**src/rtl/rng_health_pkg.sv**
```systemverilog
// Shared constants and helpers for the RNG health monitor.
// Holds the default parameter values, a constant-foldable clog2, the
// default window length and the default run-length type.
package rng_health_pkg;

  localparam int DEF_WIN_LOG2   = 7;
  localparam int DEF_ONES_LO    = 48;
  localparam int DEF_ONES_HI    = 80;
  localparam int DEF_LRUN_MAX   = 10;
  localparam int DEF_RCT_CUTOFF = 16;
  localparam int DEF_FAIL_LIMIT = 3;

  // Ceiling log2, usable in parameter expressions.
  function automatic int clog2(input int value);
    int result;
    result = 0;
    for (int i = 0; i < 31; i++) begin
      if ((32'sd1 << i) < value) begin
        result = i + 1;
      end else begin
        result = result;
      end
    end
    return result;
  endfunction

  localparam int WIN_LEN = 32'sd1 << DEF_WIN_LOG2;
  localparam int DEF_RW  = clog2(DEF_RCT_CUTOFF + 1);

  typedef logic [DEF_RW-1:0] run_len_t;

endpackage

```
**src/rtl/run_length_tracker.sv**
```systemverilog
// Continuous run-length tracker for the sampled bitstream.
// Ports:
//   clk, rstn, clear : clock, async active-low reset, sync clear
//   valid, bit_in    : sampled bit and its qualifier
//   restart          : this valid bit closes a window; the window maximum
//                      restarts from the run length that includes this bit
//   win_max          : window maximum including the current bit (combinational)
//   rct_hit          : the current bit brings the run to RCT_CUTOFF
module run_length_tracker
  import rng_health_pkg::*;
#(
  parameter int RCT_CUTOFF = DEF_RCT_CUTOFF,
  parameter int RW         = clog2(RCT_CUTOFF + 1)
) (
  input  logic          clk,
  input  logic          rstn,
  input  logic          clear,
  input  logic          valid,
  input  logic          bit_in,
  input  logic          restart,
  output logic [RW-1:0] win_max,
  output logic          rct_hit
);

  localparam logic [RW-1:0] CUTOFF = RCT_CUTOFF[RW-1:0];

  logic          prev_bit;
  logic [RW-1:0] run_len;
  logic [RW-1:0] run_next;
  logic [RW-1:0] max_acc;

  // Next run length. After reset run_len is 0 and prev_bit 0, so the first
  // bit always yields 1 whichever value it has.
  always_comb begin
    run_next = {RW{1'b0}};
    if (bit_in == prev_bit) begin
      if (run_len == CUTOFF) begin
        run_next = CUTOFF;
      end else begin
        run_next = run_len + RW'(1'b1);
      end
    end else begin
      run_next = RW'(1'b1);
    end
  end

  // Window maximum including the bit presented this cycle.
  always_comb begin
    win_max = max_acc;
    if (run_next > max_acc) begin
      win_max = run_next;
    end else begin
      win_max = max_acc;
    end
  end

  assign rct_hit = valid && (run_next == CUTOFF);

  // Run state; a run spanning a window boundary seeds the next window's maximum.
  always_ff @(posedge clk or negedge rstn) begin
    if (!rstn) begin
      prev_bit <= 1'b0;
      run_len  <= {RW{1'b0}};
      max_acc  <= {RW{1'b0}};
    end else if (clear) begin
      prev_bit <= 1'b0;
      run_len  <= {RW{1'b0}};
      max_acc  <= {RW{1'b0}};
    end else if (valid) begin
      prev_bit <= bit_in;
      run_len  <= run_next;
      max_acc  <= restart ? run_next : win_max;
    end
  end

endmodule

```
**src/rtl/rng_health_monitor.sv**
```systemverilog
// Streaming online health monitor for the RNG bitstream: monobit band test,
// longest-run test and continuous repetition-count test over 2^WIN_LOG2-bit
// windows, with sticky error flags and a consecutive-failure alarm.
// Ports:
//   clk, rstn, clear    : clock, async active-low reset, sync clear (same effect)
//   bit_valid, bit_in   : sampled random bit
//   win_done            : one-cycle pulse after the last bit of a window
//   ones_count, max_run : statistics of the last completed window
//   err_freq/runs/rct   : sticky per-test failure flags
//   fail_cnt            : consecutive failing windows, saturating at FAIL_LIMIT
//   alarm               : sticky global alarm
module rng_health_monitor
  import rng_health_pkg::*;
#(
  parameter int WIN_LOG2   = DEF_WIN_LOG2,
  parameter int ONES_LO    = DEF_ONES_LO,
  parameter int ONES_HI    = DEF_ONES_HI,
  parameter int LRUN_MAX   = DEF_LRUN_MAX,
  parameter int RCT_CUTOFF = DEF_RCT_CUTOFF,
  parameter int FAIL_LIMIT = DEF_FAIL_LIMIT,
  localparam int RW        = clog2(RCT_CUTOFF + 1)
) (
  input  logic                clk,
  input  logic                rstn,
  input  logic                clear,
  input  logic                bit_valid,
  input  logic                bit_in,
  output logic                win_done,
  output logic [WIN_LOG2:0]   ones_count,
  output logic [RW-1:0]       max_run,
  output logic                err_freq,
  output logic                err_runs,
  output logic                err_rct,
  output logic [3:0]          fail_cnt,
  output logic                alarm
);

  localparam int                  WIN_LAST_I = (32'sd1 << WIN_LOG2) - 1;
  localparam logic [WIN_LOG2-1:0] WIN_LAST   = WIN_LAST_I[WIN_LOG2-1:0];
  localparam logic [WIN_LOG2:0]   LO         = ONES_LO[WIN_LOG2:0];
  localparam logic [WIN_LOG2:0]   HI         = ONES_HI[WIN_LOG2:0];
  localparam logic [RW-1:0]       LRUN       = LRUN_MAX[RW-1:0];
  localparam logic [3:0]          LIMIT      = FAIL_LIMIT[3:0];

  logic [WIN_LOG2-1:0] pos;
  logic [WIN_LOG2:0]   ones_acc;
  logic [WIN_LOG2:0]   ones_next;
  logic [RW-1:0]       win_max;
  logic                rct_hit;
  logic                win_end;
  logic                freq_fail;
  logic                runs_fail;
  logic [3:0]          fail_cnt_next;

  assign win_end   = bit_valid && (pos == WIN_LAST);
  assign ones_next = ones_acc + {{WIN_LOG2{1'b0}}, bit_in};

  run_length_tracker #(
    .RCT_CUTOFF (RCT_CUTOFF),
    .RW         (RW)
  ) u_run (
    .clk     (clk),
    .rstn    (rstn),
    .clear   (clear),
    .valid   (bit_valid),
    .bit_in  (bit_in),
    .restart (win_end),
    .win_max (win_max),
    .rct_hit (rct_hit)
  );

  // Window verdict and the fail count it would produce, including the current bit.
  always_comb begin
    freq_fail     = 1'b0;
    runs_fail     = 1'b0;
    fail_cnt_next = fail_cnt;
    if ((ones_next < LO) || (ones_next > HI)) begin
      freq_fail = 1'b1;
    end else begin
      freq_fail = 1'b0;
    end
    if (win_max > LRUN) begin
      runs_fail = 1'b1;
    end else begin
      runs_fail = 1'b0;
    end
    if (freq_fail || runs_fail) begin
      if (fail_cnt >= LIMIT) begin
        fail_cnt_next = LIMIT;
      end else begin
        fail_cnt_next = fail_cnt + 4'd1;
      end
    end else begin
      fail_cnt_next = 4'd0;
    end
  end

  // Window bookkeeping, registered statistics and sticky flags.
  always_ff @(posedge clk or negedge rstn) begin
    if (!rstn) begin
      pos        <= {WIN_LOG2{1'b0}};
      ones_acc   <= {(WIN_LOG2+1){1'b0}};
      win_done   <= 1'b0;
      ones_count <= {(WIN_LOG2+1){1'b0}};
      max_run    <= {RW{1'b0}};
      err_freq   <= 1'b0;
      err_runs   <= 1'b0;
      err_rct    <= 1'b0;
      fail_cnt   <= 4'd0;
      alarm      <= 1'b0;
    end else if (clear) begin
      pos        <= {WIN_LOG2{1'b0}};
      ones_acc   <= {(WIN_LOG2+1){1'b0}};
      win_done   <= 1'b0;
      ones_count <= {(WIN_LOG2+1){1'b0}};
      max_run    <= {RW{1'b0}};
      err_freq   <= 1'b0;
      err_runs   <= 1'b0;
      err_rct    <= 1'b0;
      fail_cnt   <= 4'd0;
      alarm      <= 1'b0;
    end else begin
      win_done <= win_end;
      if (bit_valid) begin
        // pos is exactly WIN_LOG2 bits wide, so it wraps to 0 after the last bit.
        pos      <= pos + {{(WIN_LOG2-1){1'b0}}, 1'b1};
        ones_acc <= win_end ? {(WIN_LOG2+1){1'b0}} : ones_next;
      end
      if (win_end) begin
        ones_count <= ones_next;
        max_run    <= win_max;
        fail_cnt   <= fail_cnt_next;
        if (freq_fail) begin
          err_freq <= 1'b1;
        end
        if (runs_fail) begin
          err_runs <= 1'b1;
        end
        if ((freq_fail || runs_fail) && (fail_cnt_next == LIMIT)) begin
          alarm <= 1'b1;
        end
      end
      // RCT fires on the bit itself, independent of window position.
      if (rct_hit) begin
        err_rct <= 1'b1;
        alarm   <= 1'b1;
      end
    end
  end

endmodule

```
**config.mk**
```make
export PLATFORM = sky130hd
export DESIGN_NAME = rng_health_monitor
export DESIGN_NICKNAME = d
export VERILOG_FILES = /design/src/rtl/rng_health_pkg.sv /design/src/rtl/run_length_tracker.sv /design/src/rtl/rng_health_monitor.sv
export SDC_FILE = /design/constraint.sdc
export NUM_CORES = 1
export LEC_CHECK = 0
export ABC_AREA = 1
export CAP_MARGIN = 20
export CORE_MARGIN = 2
export CORE_UTILIZATION = 45
export DETAILED_ROUTE_END_ITERATION = 8
export PLACE_DENSITY = 0.65
export SYNTH_ARGS = -nofsm -noshare
export SYNTH_HDL_FRONTEND = slang
export SYNTH_HIERARCHICAL = 1
export SYNTH_SLANG_ARGS = --single-unit
```
**constraint.sdc**
```tcl
create_clock -name clk -period 4.4 [get_ports clk]
set_clock_uncertainty 0.2 [all_clocks]
set_input_delay 0.88 -clock clk [delete_from_list [all_inputs] [get_ports clk]]
set_output_delay 0.88 -clock clk [all_outputs]
set_load 0.02 [all_outputs]
```
==> impl_metrics.toml, run 1 <==
[status]
run_status = "complete, no violations"

[timing]
period_needed_ps = 3670
report.final.hold_viol_count = 0
finalMaxSlewViolations = 0
worstMarginPinSlew_ps = 635
relSlewSlack_pct = 57.5
setup_violations = 0
rsz0062_at_grt = "false"
fin_tns_setup_ps = 0
finalCritPeriodShare_pct = 83.3
max_freq_ghz = 0.273

[synth]
synth_top_area_share_pct = 43.9
yosysWarnings = 6
yosysSeqAreaShare_pct = 43.9
synth_area_leaders = "dfrtp_1 44%, nand2_1 11%, inv_1 6.6%"
synth_edf_count = 0
ys_ff_latch = 48
synthCells = 342
netlist_area_um2 = 2740
syn_area_per_cell_um2 = 8.00
synth_ff_type = "dfrtp_1"
synth.net_count = 355
synth_area_leader_cell = "dfrtp_1"
synthDistinctLibCells = 33
async_flop_share_pct = 100

[layout]
nNetsFinal = 386
mostFrequentLayoutCell = "nand2_1"
final_cell_mix = "78 x nand2_1, 48 x inv_1, 48 x dfrtp_1"
antenna_cells = 0
final_cell_count_no_fill = 449
area_growth_pct = 15.8
layout-drive-gt1-share_pct = 12.0
utilization_pct = 53.8

[worst_setup_path]
cpMostUsedCell = "inv_1"
worstPathArrival_ps = 3630
end_kind = "register"
slowest_stage = "clkdlybuf4s50_1"
r2r_setup_slack_ps = 1260
crit_type = "in -> reg"
crit_buf_inv = 6
crit_required_ps = 4360
rr_endpoint = "alarm"
reg2reg_depth = 19
cp.depth = 21
setup.worst_path.end = "alarm"
crit_start = "bit_in"
critical_path.top_delay_family = "simple AND/OR/NAND/NOR gates"
max_stage_delay_ps = 530
crit_path_start_kind = "input port"
crit_fanout = 7
rr_startpoint = "u_run/run_len[1]"
cp_cell_sequence = "clkdlybuf4s50_1, inv_1, nand2_1, nand2_2, inv_1, nor2_1, nand2_1, inv_1, ha_1, inv_1, o21bai_1, nor2_2, nand2_4, nand3_1, nand2_1, inv_1, o21ai_0, a21oi_1, nand3_2, nand3_1, a21oi_2"

[place]
hpwlAfterDp_mm = 4.42
placedCellCount = 440
portBuffers = 26
gp_congestion = 0.901

[cts]
post_cts_buffers = 0
clock_sinks = 48
cts_buffer_depth = 2
cts-root-buf = "clkbuf_8"
clk_pin_slew_ps = 100
clock_latency_ps = 300
cts_tree = "built"
h-tree-depth = 2
cts_buffers = 5
post_cts_resized = 0
cts_hold_buf = 0

[grt]
antenna_found_initial = 0
grt-ovfl-total = 0
grt_pass1_vias = 2260
gr-usage-all-layers_pct = 20.0
grt_pass1_wl_mm = 10.3
grt_max_degree = 49

[power]
p_clk_share_pct = 32.5
power.density_nw_per_um2 = 262
p_sw_share_pct = 28.5
power_frac_seq_pct = 54.8
p_int_w = 0.000593
ir_drop_mv = 0.214
p_comb_share_pct = 12.6
leakage_nw = 1.52
p_switching_w = 0.000237

[routing]
num_vias = 2342
drt_iter0_markers = 175
wl_per_cell_um = 13.7
viasPerCell = 5.22
met2_length_mm = 3.11
drc = 0
routed.top_layer = "met4"
dr.pass1.iters = 4
met1_length_mm = 2.76
wirelength_mm = 6.16
ant_nets = 0
met3_length_um = 243

[flow_run]
drv_cap = 0

[floorplan]
rows = 28
die_h_um = 82.0
initial_core_util_pct = 46.5
dieArea_um2 = 6720
core_area_um2 = 5890
dieWidth_um = 82.0
ios = 27

[hold_path]
hold_class = "in -> async"
[power by group through the flow]
stage / registers (W) / clock network (W) / logic, W
6_report: 0.000455 / 0.000270 / 0.000105
5_1_grt: 0.000456 / 0.000299 / 0.000119
4_1_cts: 0.000455 / 0.000276 / 0.000104
3_5_place_dp: 0.000464 / 0 / 0.000103
3_3_place_gp: 0.000464 / 0 / 0.000101
2_1_floorplan: 0.000462 / 0 / 0.0000735
[per-layer routing]
metal  GRT usage, %  up-vias
met5              0        -
met4           6.00        0
met2           34.5       51
met1           25.4     1112
li1               -     1175
met3           3.63        4
[how the worst min path moves through the flow]
stage / from / end / cells past startpoint
final: rstn / pos[0] / 1
after global routing: rstn / pos[0] / 1
after CTS: ones_count[3] / ones_count[3] / 2
after detailed placement: ones_count[7] / ones_count[7] / 2
after global placement: ones_count[7] / ones_count[7] / 2
after floorplan: ones_acc[0] / ones_acc[0] / 2
[per-stage QoR]
stage	area, µm²	total power [W]	hold slack (ps)	worst slack, ps
2_1_floorplan	2740	0.000535	284	1330
3_3_place_gp	3060	0.000565	275	553
3_5_place_dp	3060	0.000567	281	421
4_1_cts	3150	0.000835	310	713
5_1_grt	3170	0.000874	282	429
6_report	3170	0.000830	266	733
[cell families after synthesis]
logic type | after synthesis | synth area share, %
compound gates | 51 | 10.6
xor+xnor | 2 | 0.915
fa+ha+maj | 8 | 3.66
buf+inv | 56 | 8.33
flops | 48 | 43.9
simple gates | 177 | 32.6
[worst reg2reg max path, delay by kind of cell, from the launching register on]
kind	cells	cell delay, ps
buffers and inverters	3	250
AND/OR/NAND/NOR	10	1060
AO/OA/AOI/OAI	4	480
adder cells (fa/ha/maj)	2	540
flip-flops	1	450
[flip-flops by register name (all words and copies together), names as in the netlist]
register and cells:
alarm 1, err_freq 1, err_rct 1, err_runs 1
fail_cnt 4, max_run 5, ones_acc 8, ones_count 8
pos 7, u_run/max_acc 5, u_run/prev_bit 1, u_run/run_len 5
win_done 1
[area by class of cell]
cell class / count / area [µm²]
clock buffer: 5 / 68.8
clock inverter: 3 / 18.8
fill: 569 / 2720
inverter: 52 / 195
multi-input combinational: 238 / 1310
sequential: 48 / 1200
tap: 75 / 93.8
timing repair buffer: 28 / 283
[Yosys cell counts (all sizes together) (2+ instances only)]
| cell | number |
|---|---|
| nand2 | 89 |
| inv | 51 |
| dfrtp | 48 |
| nor2 | 36 |
| nand3 | 35 |
| o21ai | 24 |
| a21oi | 12 |
| o22ai | 10 |
| ha | 8 |
| nand4 | 6 |
| nor3 | 5 |
| buf | 4 |
| o21bai | 3 |
| a22o | 2 |
| nand3b | 2 |
| nor4 | 2 |
| xor2 | 2 |
No activity file was read; power rests on OpenSTA's default activity.
==> run 2, diff against run 1 <==
==> constraint.sdc (replaced) <==
create_clock -name clk -period 3.5 [get_ports clk]
set_clock_uncertainty 0.2 [all_clocks]
set_input_delay 0.7 -clock clk [delete_from_list [all_inputs] [get_ports clk]]
set_output_delay 0.7 -clock clk [all_outputs]
set_load 0.02 [all_outputs]
==> impl_metrics.toml, run 2 (synthesized netlist as in run 1, its figures left out) <==
[cts]
clock_latency_ps = 290
clock_sinks = 48
cts-root-buf = "clkbuf_8"
clk_pin_slew_ps = 90
cts_tree = "built"
cts_buffers = 5
post_cts_resized = 0
post_cts_buffers = 0
cts_hold_buf = 0
cts_buffer_depth = 2
h-tree-depth = 2

[layout]
area_growth_pct = 19.0
reg_top3 = "ones_acc x8, ones_count x8, pos x7"
layout-drive-gt1-share_pct = 14.3
nNetsFinal = 397
final_cell_count_no_fill = 460
antenna_cells = 0
final_cell_mix = "78 x nand2_1, 48 x inv_1, 48 x dfrtp_1"
utilization_pct = 55.3
mostFrequentLayoutCell = "nand2_1"

[power]
finalPower_w = 0.00105
power.density_nw_per_um2 = 324
leakage_nw = 1.57
ir_drop_mv = 0.154

[place]
placedCellCount = 451
pre_cts_ws_ps = -145
gp_congestion = 0.878
portBuffers = 26
hpwlAfterDp_mm = 4.49

[worst_setup_path]
cp_cell_sequence = "clkdlybuf4s50_1, inv_1, nand2_1, nand2_2, inv_1, nor2_1, nand2_1, inv_1, ha_1, inv_1, o21bai_1, nor2_2, nand2_4, nand2_4, nand2_1, nand2_1, inv_1, o21ai_0, a21oi_2, nand3_2, nand3_1, a21oi_2"
crit_path_start_kind = "input port"
crit_buf_inv = 6
crit_fanout = 6
worstPathArrival_ps = 3320
max_stage_delay_ps = 530
end_kind = "register"
cpMostUsedCell = "inv_1"
critical_path.top_delay_family = "simple AND/OR/NAND/NOR gates"
crit_type = "in -> reg"
slowest_stage = "clkdlybuf4s50_1"
crit_required_ps = 3510

[timing]
finalCritPeriodShare_pct = 94.6
setup_violations = 0
setup_slack_ps = 190
report.final.hold_viol_count = 0
relSlewSlack_pct = 56.6
worstMarginPinSlew_ps = 649
finalMaxSlewViolations = 0
holdWs_ps = 129
period_needed_ps = 3310
rsz0062_at_grt = "false"
max_freq_ghz = 0.302

[routing]
drc = 0
wl_per_cell_um = 13.1
wirelength_mm = 6.01
dr.pass1.iters = 4
ant_nets = 0
drt_iter0_markers = 107
viasPerCell = 5.14
num_vias = 2363

[hold_path]
hold_class = "in -> async"

[grt]
gr-usage-all-layers_pct = 19.9
grt_pass1_wl_mm = 10.3
antenna_found_initial = 0
grt_max_degree = 49
grt_pass1_vias = 2295
grt-ovfl-total = 0

[floorplan]
die_h_um = 82.0
dieArea_um2 = 6720
rows = 28
core_area_um2 = 5890
dieWidth_um = 82.0
initial_core_util_pct = 46.5
ios = 27

[status]
run_status = "complete, no violations"

[flow_run]
drv_cap = 0
run 2: final cells by class:
type | count | area (µm²)
Timing Repair Buffer | 39 | 365
Fill cell | 566 | 2630
Clock buffer | 8 | 90.1
Multi-Input combinational cell | 238 | 1310
Sequential cell | 48 | 1200
Inverter | 52 | 195
Tap cell | 75 | 93.8
run 2: worst register-to-register path: stages (launching register included):
cell,delay (ps)
dfrtp_1,460
ha_1,250
nand3_1,120
nor2_1,140
nor2_1,60
nand2_1,70
inv_1,50
ha_1,290
inv_1,120
o21bai_1,100
nor2_2,180
nand2_4,100
nand2_4,80
nand2_1,70
nand2_1,60
inv_1,50
o21ai_0,210
a21oi_2,110
nand3_2,110
nand3_1,90
a21oi_2,120
run 2: stage by stage:
| step | setup TNS, ps | cell area [µm²] |
|---|---|---|
| 4_1_cts | 0 | 3230 |
| 3_5_place_dp | -484 | 3140 |
| 3_3_place_gp | -38.8 | 3140 |
| 6_report | 0 | 3260 |
| 5_1_grt | 0 | 3260 |
| 2_1_floorplan | 0 | 2740 |
run 2: routing by layer:
layer / part of all wire [%] / up-vias / GRT usage (%)
li1: - / 1197 / -
met1: 46 / 1128 / 25.5
met2: 51 / 34 / 34.8
met3: 2.3 / 4 / 3.41
met4: 0.60 / 0 / 4.67
met5: 0 / - / 0
run 2: path summary, 6_finish.rpt:
check,start,endpoint,cells after the start,slack [ps]
worst max-delay path,bit_in,alarm,22,190
worst min-delay path,rstn,fail_cnt[3],1,130
worst max register to register,u_run/run_len[1],alarm,20,410
worst min register to register,max_run[2],max_run[2],2,300
max in group asynchronous,rstn,u_run/max_acc[4],2,2460
min in group clk,max_run[2],max_run[2],2,300
run 2: where the power goes:
| part | switching (W) | internal (W) |
|---|---|---|
| sequential | 0.00000926 | 0.000563 |
| combinational | 0.0000891 | 0.0000549 |
| clock | 0.000177 | 0.000162 |
